==> src/rtl/imm_encoder_pkg.sv <==
// Shared definitions for the RV64 instruction encoder: format codes, the
// canonical nop and a handful of base opcodes used by loaders and benches.
package imm_encoder_pkg;

    typedef enum logic [2:0] {
        FMT_R = 3'd0,
        FMT_I = 3'd1,
        FMT_S = 3'd2,
        FMT_B = 3'd3,
        FMT_U = 3'd4,
        FMT_J = 3'd5
    } fmt_e;

    localparam logic [31:0] NOP_WORD = 32'h0000_0013;

    localparam logic [6:0] OP_OP     = 7'h33;
    localparam logic [6:0] OP_IMM    = 7'h13;
    localparam logic [6:0] OP_STORE  = 7'h23;
    localparam logic [6:0] OP_BRANCH = 7'h63;
    localparam logic [6:0] OP_LUI    = 7'h37;
    localparam logic [6:0] OP_JAL    = 7'h6f;

endpackage

==> src/rtl/imm_encoder_if.sv <==
// Encoder bus: decoded-field input stream and packed-word output stream.
// Both streams use valid/ready: a transfer happens on a rising edge where valid
// and ready are both high; once raised, valid and its payload hold until that edge.
interface imm_encoder_if #(
    parameter int ADDR_W   = 64,
    parameter int ERRCNT_W = 16
);
    logic                in_valid_i;
    logic                in_ready_o;
    logic [2:0]          fmt_i;
    logic [6:0]          opcode_i;
    logic [4:0]          rd_i;
    logic [4:0]          rs1_i;
    logic [4:0]          rs2_i;
    logic [2:0]          funct3_i;
    logic [6:0]          funct7_i;
    logic [63:0]         imm_i;
    logic                out_valid_o;
    logic                out_ready_i;
    logic [31:0]         instr_o;
    logic [ADDR_W-1:0]   addr_o;
    logic                err_o;
    logic [ERRCNT_W-1:0] err_cnt_o;

    modport slave (
        input  in_valid_i, fmt_i, opcode_i, rd_i, rs1_i, rs2_i, funct3_i,
               funct7_i, imm_i, out_ready_i,
        output in_ready_o, out_valid_o, instr_o, addr_o, err_o, err_cnt_o
    );

    modport master (
        output in_valid_i, fmt_i, opcode_i, rd_i, rs1_i, rs2_i, funct3_i,
               funct7_i, imm_i, out_ready_i,
        input  in_ready_o, out_valid_o, instr_o, addr_o, err_o, err_cnt_o
    );
endinterface

==> src/rtl/imm_encoder_range_chk.sv <==
// Combinational check: is the immediate representable in the selected format?
// Illegal format codes always flag an error; R-type ignores the immediate.
module imm_range_chk
    import imm_encoder_pkg::*;
(
    input  logic [2:0]  fmt,
    input  logic [63:0] imm,
    output logic        err
);
    logic fits_12, fits_13, fits_21, fits_32;

    // Representable iff sign-extending the low bits reproduces the full value.
    assign fits_12 = (imm == {{52{imm[11]}}, imm[11:0]});
    assign fits_13 = (imm == {{51{imm[12]}}, imm[12:0]});
    assign fits_21 = (imm == {{43{imm[20]}}, imm[20:0]});
    assign fits_32 = (imm == {{32{imm[31]}}, imm[31:0]});

    always_comb begin
        err = 1'b1;
        case (fmt)
            FMT_R:        err = 1'b0;
            FMT_I, FMT_S: err = !fits_12;
            FMT_B:        err = imm[0] || !fits_13;
            FMT_U:        err = (imm[11:0] != 12'd0) || !fits_32;
            FMT_J:        err = imm[0] || !fits_21;
            default:      err = 1'b1;
        endcase
    end
endmodule

==> src/rtl/imm_encoder.sv <==
// Two-stage encoder: stage 1 registers fields and the range verdict, stage 2
// holds the packed word; the output stage owns the byte address and error count.
module imm_encoder
    import imm_encoder_pkg::*;
#(
    parameter int ADDR_W   = 64,
    parameter int ERRCNT_W = 16
) (
    input  logic          clk_i,
    input  logic          rst_i,
    imm_encoder_if.slave  bus
);
    logic               s1_valid;
    logic [2:0]         s1_fmt;
    logic [6:0]         s1_opcode;
    logic [4:0]         s1_rd, s1_rs1, s1_rs2;
    logic [2:0]         s1_funct3;
    logic [6:0]         s1_funct7;
    logic [31:0]        s1_imm;
    logic               s1_err;

    logic               s2_valid;
    logic [31:0]        s2_instr;
    logic               s2_err;

    logic [ADDR_W-1:0]   addr_q;
    logic [ERRCNT_W-1:0] err_cnt_q;

    logic               s1_ready, s2_ready, out_fire, chk_err;
    logic [31:0]        pack_word;

    assign s2_ready        = !s2_valid || bus.out_ready_i;
    assign s1_ready        = !s1_valid || s2_ready;
    assign out_fire        = s2_valid && bus.out_ready_i;

    assign bus.in_ready_o  = s1_ready;
    assign bus.out_valid_o = s2_valid;
    assign bus.instr_o     = s2_instr;
    assign bus.err_o       = s2_err;
    assign bus.addr_o      = addr_q;
    assign bus.err_cnt_o   = err_cnt_q;

    imm_range_chk u_range_chk (
        .fmt (bus.fmt_i),
        .imm (bus.imm_i),
        .err (chk_err)
    );

    always_ff @(posedge clk_i or negedge rst_i) begin
        if (!rst_i) begin
            s1_valid  <= 1'b0;
            s1_fmt    <= 3'd0;
            s1_opcode <= 7'd0;
            s1_rd     <= 5'd0;
            s1_rs1    <= 5'd0;
            s1_rs2    <= 5'd0;
            s1_funct3 <= 3'd0;
            s1_funct7 <= 7'd0;
            s1_imm    <= 32'd0;
            s1_err    <= 1'b0;
        end else if (s1_ready) begin
            s1_valid <= bus.in_valid_i;
            if (bus.in_valid_i) begin
                s1_fmt    <= bus.fmt_i;
                s1_opcode <= bus.opcode_i;
                s1_rd     <= bus.rd_i;
                s1_rs1    <= bus.rs1_i;
                s1_rs2    <= bus.rs2_i;
                s1_funct3 <= bus.funct3_i;
                s1_funct7 <= bus.funct7_i;
                s1_imm    <= bus.imm_i[31:0];
                s1_err    <= chk_err;
            end
        end
    end

    // Out-of-range immediates still pack their truncated bits; only illegal
    // format codes fall back to the nop word.
    always_comb begin
        pack_word = NOP_WORD;
        case (s1_fmt)
            FMT_R: pack_word = {s1_funct7, s1_rs2, s1_rs1, s1_funct3, s1_rd, s1_opcode};
            FMT_I: pack_word = {s1_imm[11:0], s1_rs1, s1_funct3, s1_rd, s1_opcode};
            FMT_S: pack_word = {s1_imm[11:5], s1_rs2, s1_rs1, s1_funct3,
                                s1_imm[4:0], s1_opcode};
            FMT_B: pack_word = {s1_imm[12], s1_imm[10:5], s1_rs2, s1_rs1, s1_funct3,
                                s1_imm[4:1], s1_imm[11], s1_opcode};
            FMT_U: pack_word = {s1_imm[31:12], s1_rd, s1_opcode};
            FMT_J: pack_word = {s1_imm[20], s1_imm[10:1], s1_imm[11], s1_imm[19:12],
                                s1_rd, s1_opcode};
            default: pack_word = NOP_WORD;
        endcase
    end

    always_ff @(posedge clk_i or negedge rst_i) begin
        if (!rst_i) begin
            s2_valid <= 1'b0;
            s2_instr <= 32'd0;
            s2_err   <= 1'b0;
        end else if (s2_ready) begin
            s2_valid <= s1_valid;
            if (s1_valid) begin
                s2_instr <= pack_word;
                s2_err   <= s1_err;
            end
        end
    end

    always_ff @(posedge clk_i or negedge rst_i) begin
        if (!rst_i) begin
            addr_q    <= '0;
            err_cnt_q <= '0;
        end else if (out_fire) begin
            addr_q <= addr_q + ADDR_W'(4);
            if (s2_err && (err_cnt_q != '1))
                err_cnt_q <= err_cnt_q + ERRCNT_W'(1);
        end
    end
endmodule

==> src/flat_wrapper.sv <==
// flat-port wrapper written by rule: the top's interface ports become plain ports
module imm_encoder_flat import imm_encoder_pkg::*;
#(
    parameter int ADDR_W   = 64,
    parameter int ERRCNT_W = 16
)
  (clk_i, rst_i, bus_in_valid_i, bus_fmt_i, bus_opcode_i, bus_rd_i, bus_rs1_i, bus_rs2_i, bus_funct3_i, bus_funct7_i, bus_imm_i, bus_out_ready_i, bus_in_ready_o, bus_out_valid_o, bus_instr_o, bus_addr_o, bus_err_o, bus_err_cnt_o);
  imm_encoder_if #(.ADDR_W(ADDR_W), .ERRCNT_W(ERRCNT_W)) bus_i ();
  input  logic clk_i;
  input  logic rst_i;
  input wire logic [$bits(bus_i.in_valid_i)-1:0] bus_in_valid_i;
  input wire logic [$bits(bus_i.fmt_i)-1:0] bus_fmt_i;
  input wire logic [$bits(bus_i.opcode_i)-1:0] bus_opcode_i;
  input wire logic [$bits(bus_i.rd_i)-1:0] bus_rd_i;
  input wire logic [$bits(bus_i.rs1_i)-1:0] bus_rs1_i;
  input wire logic [$bits(bus_i.rs2_i)-1:0] bus_rs2_i;
  input wire logic [$bits(bus_i.funct3_i)-1:0] bus_funct3_i;
  input wire logic [$bits(bus_i.funct7_i)-1:0] bus_funct7_i;
  input wire logic [$bits(bus_i.imm_i)-1:0] bus_imm_i;
  input wire logic [$bits(bus_i.out_ready_i)-1:0] bus_out_ready_i;
  output wire logic [$bits(bus_i.in_ready_o)-1:0] bus_in_ready_o;
  output wire logic [$bits(bus_i.out_valid_o)-1:0] bus_out_valid_o;
  output wire logic [$bits(bus_i.instr_o)-1:0] bus_instr_o;
  output wire logic [$bits(bus_i.addr_o)-1:0] bus_addr_o;
  output wire logic [$bits(bus_i.err_o)-1:0] bus_err_o;
  output wire logic [$bits(bus_i.err_cnt_o)-1:0] bus_err_cnt_o;
  assign bus_i.in_valid_i = bus_in_valid_i;
  assign bus_i.fmt_i = bus_fmt_i;
  assign bus_i.opcode_i = bus_opcode_i;
  assign bus_i.rd_i = bus_rd_i;
  assign bus_i.rs1_i = bus_rs1_i;
  assign bus_i.rs2_i = bus_rs2_i;
  assign bus_i.funct3_i = bus_funct3_i;
  assign bus_i.funct7_i = bus_funct7_i;
  assign bus_i.imm_i = bus_imm_i;
  assign bus_i.out_ready_i = bus_out_ready_i;
  assign bus_in_ready_o = bus_i.in_ready_o;
  assign bus_out_valid_o = bus_i.out_valid_o;
  assign bus_instr_o = bus_i.instr_o;
  assign bus_addr_o = bus_i.addr_o;
  assign bus_err_o = bus_i.err_o;
  assign bus_err_cnt_o = bus_i.err_cnt_o;
  imm_encoder #(.ADDR_W(ADDR_W), .ERRCNT_W(ERRCNT_W)) u_core (.clk_i(clk_i), .rst_i(rst_i), .bus(bus_i));
endmodule
==> config.mk <==
export PLATFORM = sky130hd
export DESIGN_NAME = imm_encoder_flat
export DESIGN_NICKNAME = d
export VERILOG_FILES = /design/src/rtl/imm_encoder_pkg.sv /design/src/rtl/imm_encoder_if.sv /design/src/rtl/imm_encoder_range_chk.sv /design/src/rtl/imm_encoder.sv /design/src/flat_wrapper.sv
export SDC_FILE = /design/constraint.sdc
export NUM_CORES = 1
export LEC_CHECK = 0
export CELL_PAD_IN_SITES_DETAIL_PLACEMENT = 1
export CELL_PAD_IN_SITES_GLOBAL_PLACEMENT = 1
export CORE_MARGIN = 3
export CORE_UTILIZATION = 38
export CTS_BUF_LIST = sky130_fd_sc_hd__clkbuf_8 sky130_fd_sc_hd__clkbuf_16
export CTS_CLUSTER_DIAMETER = 200
export DETAILED_ROUTE_END_ITERATION = 10
export HOLD_SLACK_MARGIN = 0.1
export PLACE_DENSITY = 0.83
export RECOVER_POWER = 100
export SLEW_MARGIN = 10
export SYNTH_ARGS = -nofsm -noshare
export SYNTH_HDL_FRONTEND = slang
export SYNTH_HIERARCHICAL = 1
export SYNTH_SLANG_ARGS = --single-unit
==> constraint.sdc <==
create_clock -name clk_i -period 2.1 [get_ports clk_i]
set_input_delay 0.21 -clock clk_i [delete_from_list [all_inputs] [get_ports clk_i]]
set_output_delay 0.21 -clock clk_i [all_outputs]
set_load 0.02 [all_outputs]
==> results.py <==
metrics = {
    "cells_and_area": {
        "area_delta_synth_final_pct": 43.6,
        "seqCellArea_um2": 4530,
        "fin_area_um2": 12100,
        "drive_above_1_share_pct": 19.6,
        "fill_cells": 2319,
        "utilization_pct": 56.7,
        "multi_input_area_um2": 3820,
        "final_cells": 1356,
        "nets": 1173,
    },
    "synth": {
        "synth_top_area_share_pct": 53.5,
        "yosys-top-cells-area": "dfrtp_1, mux2_2, xor2_1",
        "ys.flop_type": "dfrtp_1",
        "synth-edff-count": 0,
        "ys_ff_latch": 181,
        "ys_seq_area_share_pct": 53.5,
        "async_flop_share_pct": 100,
        "synth_area_leader_cell": "dfrtp_1",
        "synth.top_cells.by_count": "dfrtp_1, mux2_2, nor2_1",
        "synthCells": 761,
        "netlist_area_um2": 8460,
        "syn_avg_cell_area_um2": 11.1,
        "synth_cell_types": 57,
        "yosysWarningCount": 6,
        "yosysMostFrequentCell": "dfrtp_1",
    },
    "detailed_routing": {
        "wl_per_cell_um": 19.2,
        "drtIter0Drc": 300,
        "vias": 7357,
        "antenna_left": 0,
        "wirelength_um": 26000,
        "drt-vias-per-instance": 5.43,
        "firstDrtPassIters": 4,
        "drc": 0,
    },
    "floorplanning": {
        "ioPinCount": 218,
        "row_count": 53,
        "dieArea_um2": 24100,
        "die_height_um": 155,
        "die_x_um": 155,
        "fp.coreArea_um2": 21400,
        "initial_core_util_pct": 39.5,
    },
    "min_path": {
        "worstHoldPathType": "primary input to flip-flop",
        "whs_path_depth": 2,
    },
    "critical_path": {
        "slowest_stage": "or4_4",
        "crit_family": "simple AND/OR/NAND/NOR gates",
        "startpoint_type": "primary input",
        "required_ns": 2.40,
        "worst-path-stages": 8,
        "path_class": "primary input to flip-flop",
        "arrival_ns": 2.78,
        "r2r_cells": 7,
        "timing.critical_path.mode_cell": "or4_4",
        "cp_max_fo": 2,
        "path_cells": "buf_6 -> or4_4 -> or4_4 -> or4_4 -> o41ai_4 -> nand4_1 -> a311o_1 -> mux2_4",
        "cp-end-kind": "flip-flop",
        "cpPeakStageDelay_ns": 0.52,
        "critPathBufInv": 1,
    },
    "timing": {
        "fmax_mhz": 403,
        "slew_viol_final": 0,
        "fin_crit_sh_pct": 118,
        "tightest_slew_ns": 0.963,
        "setup_viol": 1,
        "fin_hold_ws_ns": 0.402,
        "setup_ws_ns": -0.382,
        "rsz0062_at_grt": "yes",
        "final_hold_viol_count": 0,
        "fin_setup_tns_ns": -0.382,
        "period_needed_ns": 2.48,
        "slew_headroom_pct": 35.8,
        "fin_skew_ns": 0.0133,
    },
    "power": {
        "p_clk_share_pct": 32.2,
        "power_switching_mw": 2.96,
        "powerDensity_nw_per_um2": 797,
        "leakage_nw": 5.49,
        "peakVddDrop_mv": 0.441,
        "seq_power_share_pct": 44.4,
        "pwr-share-comb_pct": 23.4,
        "p_int_mw": 6.72,
        "swShare_pct": 30.6,
    },
    "global_route": {
        "grt_pass1_wl_um": 41300,
        "grtUsageTotal_pct": 21.3,
        "grt_use_met1_pct": 27.0,
        "grt_overflow": 0,
        "busiest_layer": "met2",
        "grtUsageMet3_pct": 4.98,
        "grt_max_degree": 67,
        "antenna_found_initial": 3,
        "grt_pass1_vias": 7911,
        "use_met2_pct": 36.9,
    },
    "cts": {
        "numCtsBuffers": 17,
        "cts_root_buf": "clkbuf_16",
        "clk_latency_ns": 0.42,
        "cts_tree": "yes",
        "cts_sinks": 181,
        "cts_buffer_depth": 2,
        "path_clk_slew_ns": 0.07,
        "cts.htree.levels": 4,
    },
    "placed_design": {
        "dpl.cell_count": 1321,
        "place_area_um2": 11600,
        "gp_congestion": 0.872,
        "post-dp-hpwl_um": 20100,
        "io_buffer_count": 215,
    },
    "outcome": {
        "status": "finished, violations left",
        "failed_checks": "negative setup slack",
    },
    "job": {
        "drv_cap": 0,
    },
}
-- cell type report --
type | instances | area share [%]
tap | 275 | 2.83
clock inverter | 14 | 1.19
multi-input combinational | 540 | 31.4
sequential | 181 | 37.3
antenna | 1 | 0.0206
clock buffer | 17 | 3.50
timing repair buffer | 312 | 23.3
inverter | 16 | 0.494
-- worst paths after layout --
kind                                        start                  endpoint  slack (ns)
setup reg to reg            u_core/bus.addr_o[10]     u_core/bus.addr_o[43]        0.01
hold reg to reg            u_core/bus.instr_o[27]    u_core/bus.instr_o[27]        0.48
hold / removal                    bus_funct7_i[4]       u_core/s1_funct7[4]        0.40
min in group asynchronous                   rst_i  u_core/bus.err_cnt_o[15]        0.48
setup / recovery                    bus_imm_i[51]             u_core/s1_err       -0.38
max in group asynchronous                   rst_i      u_core/bus.addr_o[5]        0.34
-- metal layers --
layer,up-vias,part of all wire (%)
met2,245,49
li1,3378,-
met4,4,1.6
met5,-,0.077
met3,35,6.7
met1,3695,42
-- cells in the final DEF (no fill, tap or decap), drive strengths merged, types with 11 or more instances in the layout --
master         synthesis  routed
nand3                 38      38
mux2                  73      73
nor4                  26      26
nand4                 33      33
clkdlybuf4s50          0      95
clkbuf                14      40
o21ai                 20      20
a22oi                 11      11
nand2                 61      61
a221oi                15      15
xnor2                 31      31
nor2                  72      72
nor3                  20      20
inv                   15      23
dfrtp                181     181
buf                   11      77
xor2                  47      47
dlygate4sd3            0     113
-- per-stage QoR --
step                power (mW)  setup slack (ns)
floorplan                 5.43            -0.590
global route              10.2            -0.416
global placement          6.71             -1.09
detailed placement        6.81             -1.20
finish                    9.69            -0.382
CTS                       9.96            -0.506
-- repair_timing --
action	in CTS	in global routing
setup endpoints to repair	2	18
setup buffers	0	2
endpoints found under the hold margin	90	0
hold buffers	1	0
gates resized for setup	19	13
pin swaps	6	8
cloned	0	0
-- flip-flops by register name (all words and copies together), names as in the netlist, 3 cells and up --
signal	flops
u_core/s1_rs2	5
u_core/s1_funct3	3
u_core/s1_funct7	7
u_core/s1_rd	5
u_core/s1_fmt	3
u_core/s1_imm	32
u_core/s1_rs1	5
u_core/bus.err_cnt_o	16
u_core/s1_opcode	7
u_core/bus.instr_o	32
u_core/bus.addr_o	62
-- worst register-to-register path: stages, from the launching register on --
cell      delay, ns
dfrtp_1        0.47
nand4_1        0.19
nor4_1         0.38
clkbuf_1       0.25
nand4_1        0.24
buf_4          0.23
nor2_1         0.13
xor2_1         0.15
-- cells by family (layout without fill, tap and decap cells) --
logic type,Yosys count,count (layout),share of synthesized area (%)
multiplexers,81,81,10.8
adder cells (fa/ha/maj),2,2,0.296
AND/OR/NAND/NOR,300,300,18.6
AO/OA/AOI/OAI,77,77,6.71
flip-flops,181,181,53.5
buffers and inverters,41,359,2.00
other,1,3,0.0443
XOR/XNOR,78,78,8.07
-- power groups by stage --
stage                     combinational, mW  sequential, mW  clock, mW
after floorplan                       0.808            4.62          0
after global placement                 2.36            4.36          0
after detailed placement               2.42            4.39          0
after CTS                              2.43            4.32       3.20
after global routing                   2.47            4.38       3.34
final                                  2.27            4.30       3.12
Power figures use the tool's default switching activity.
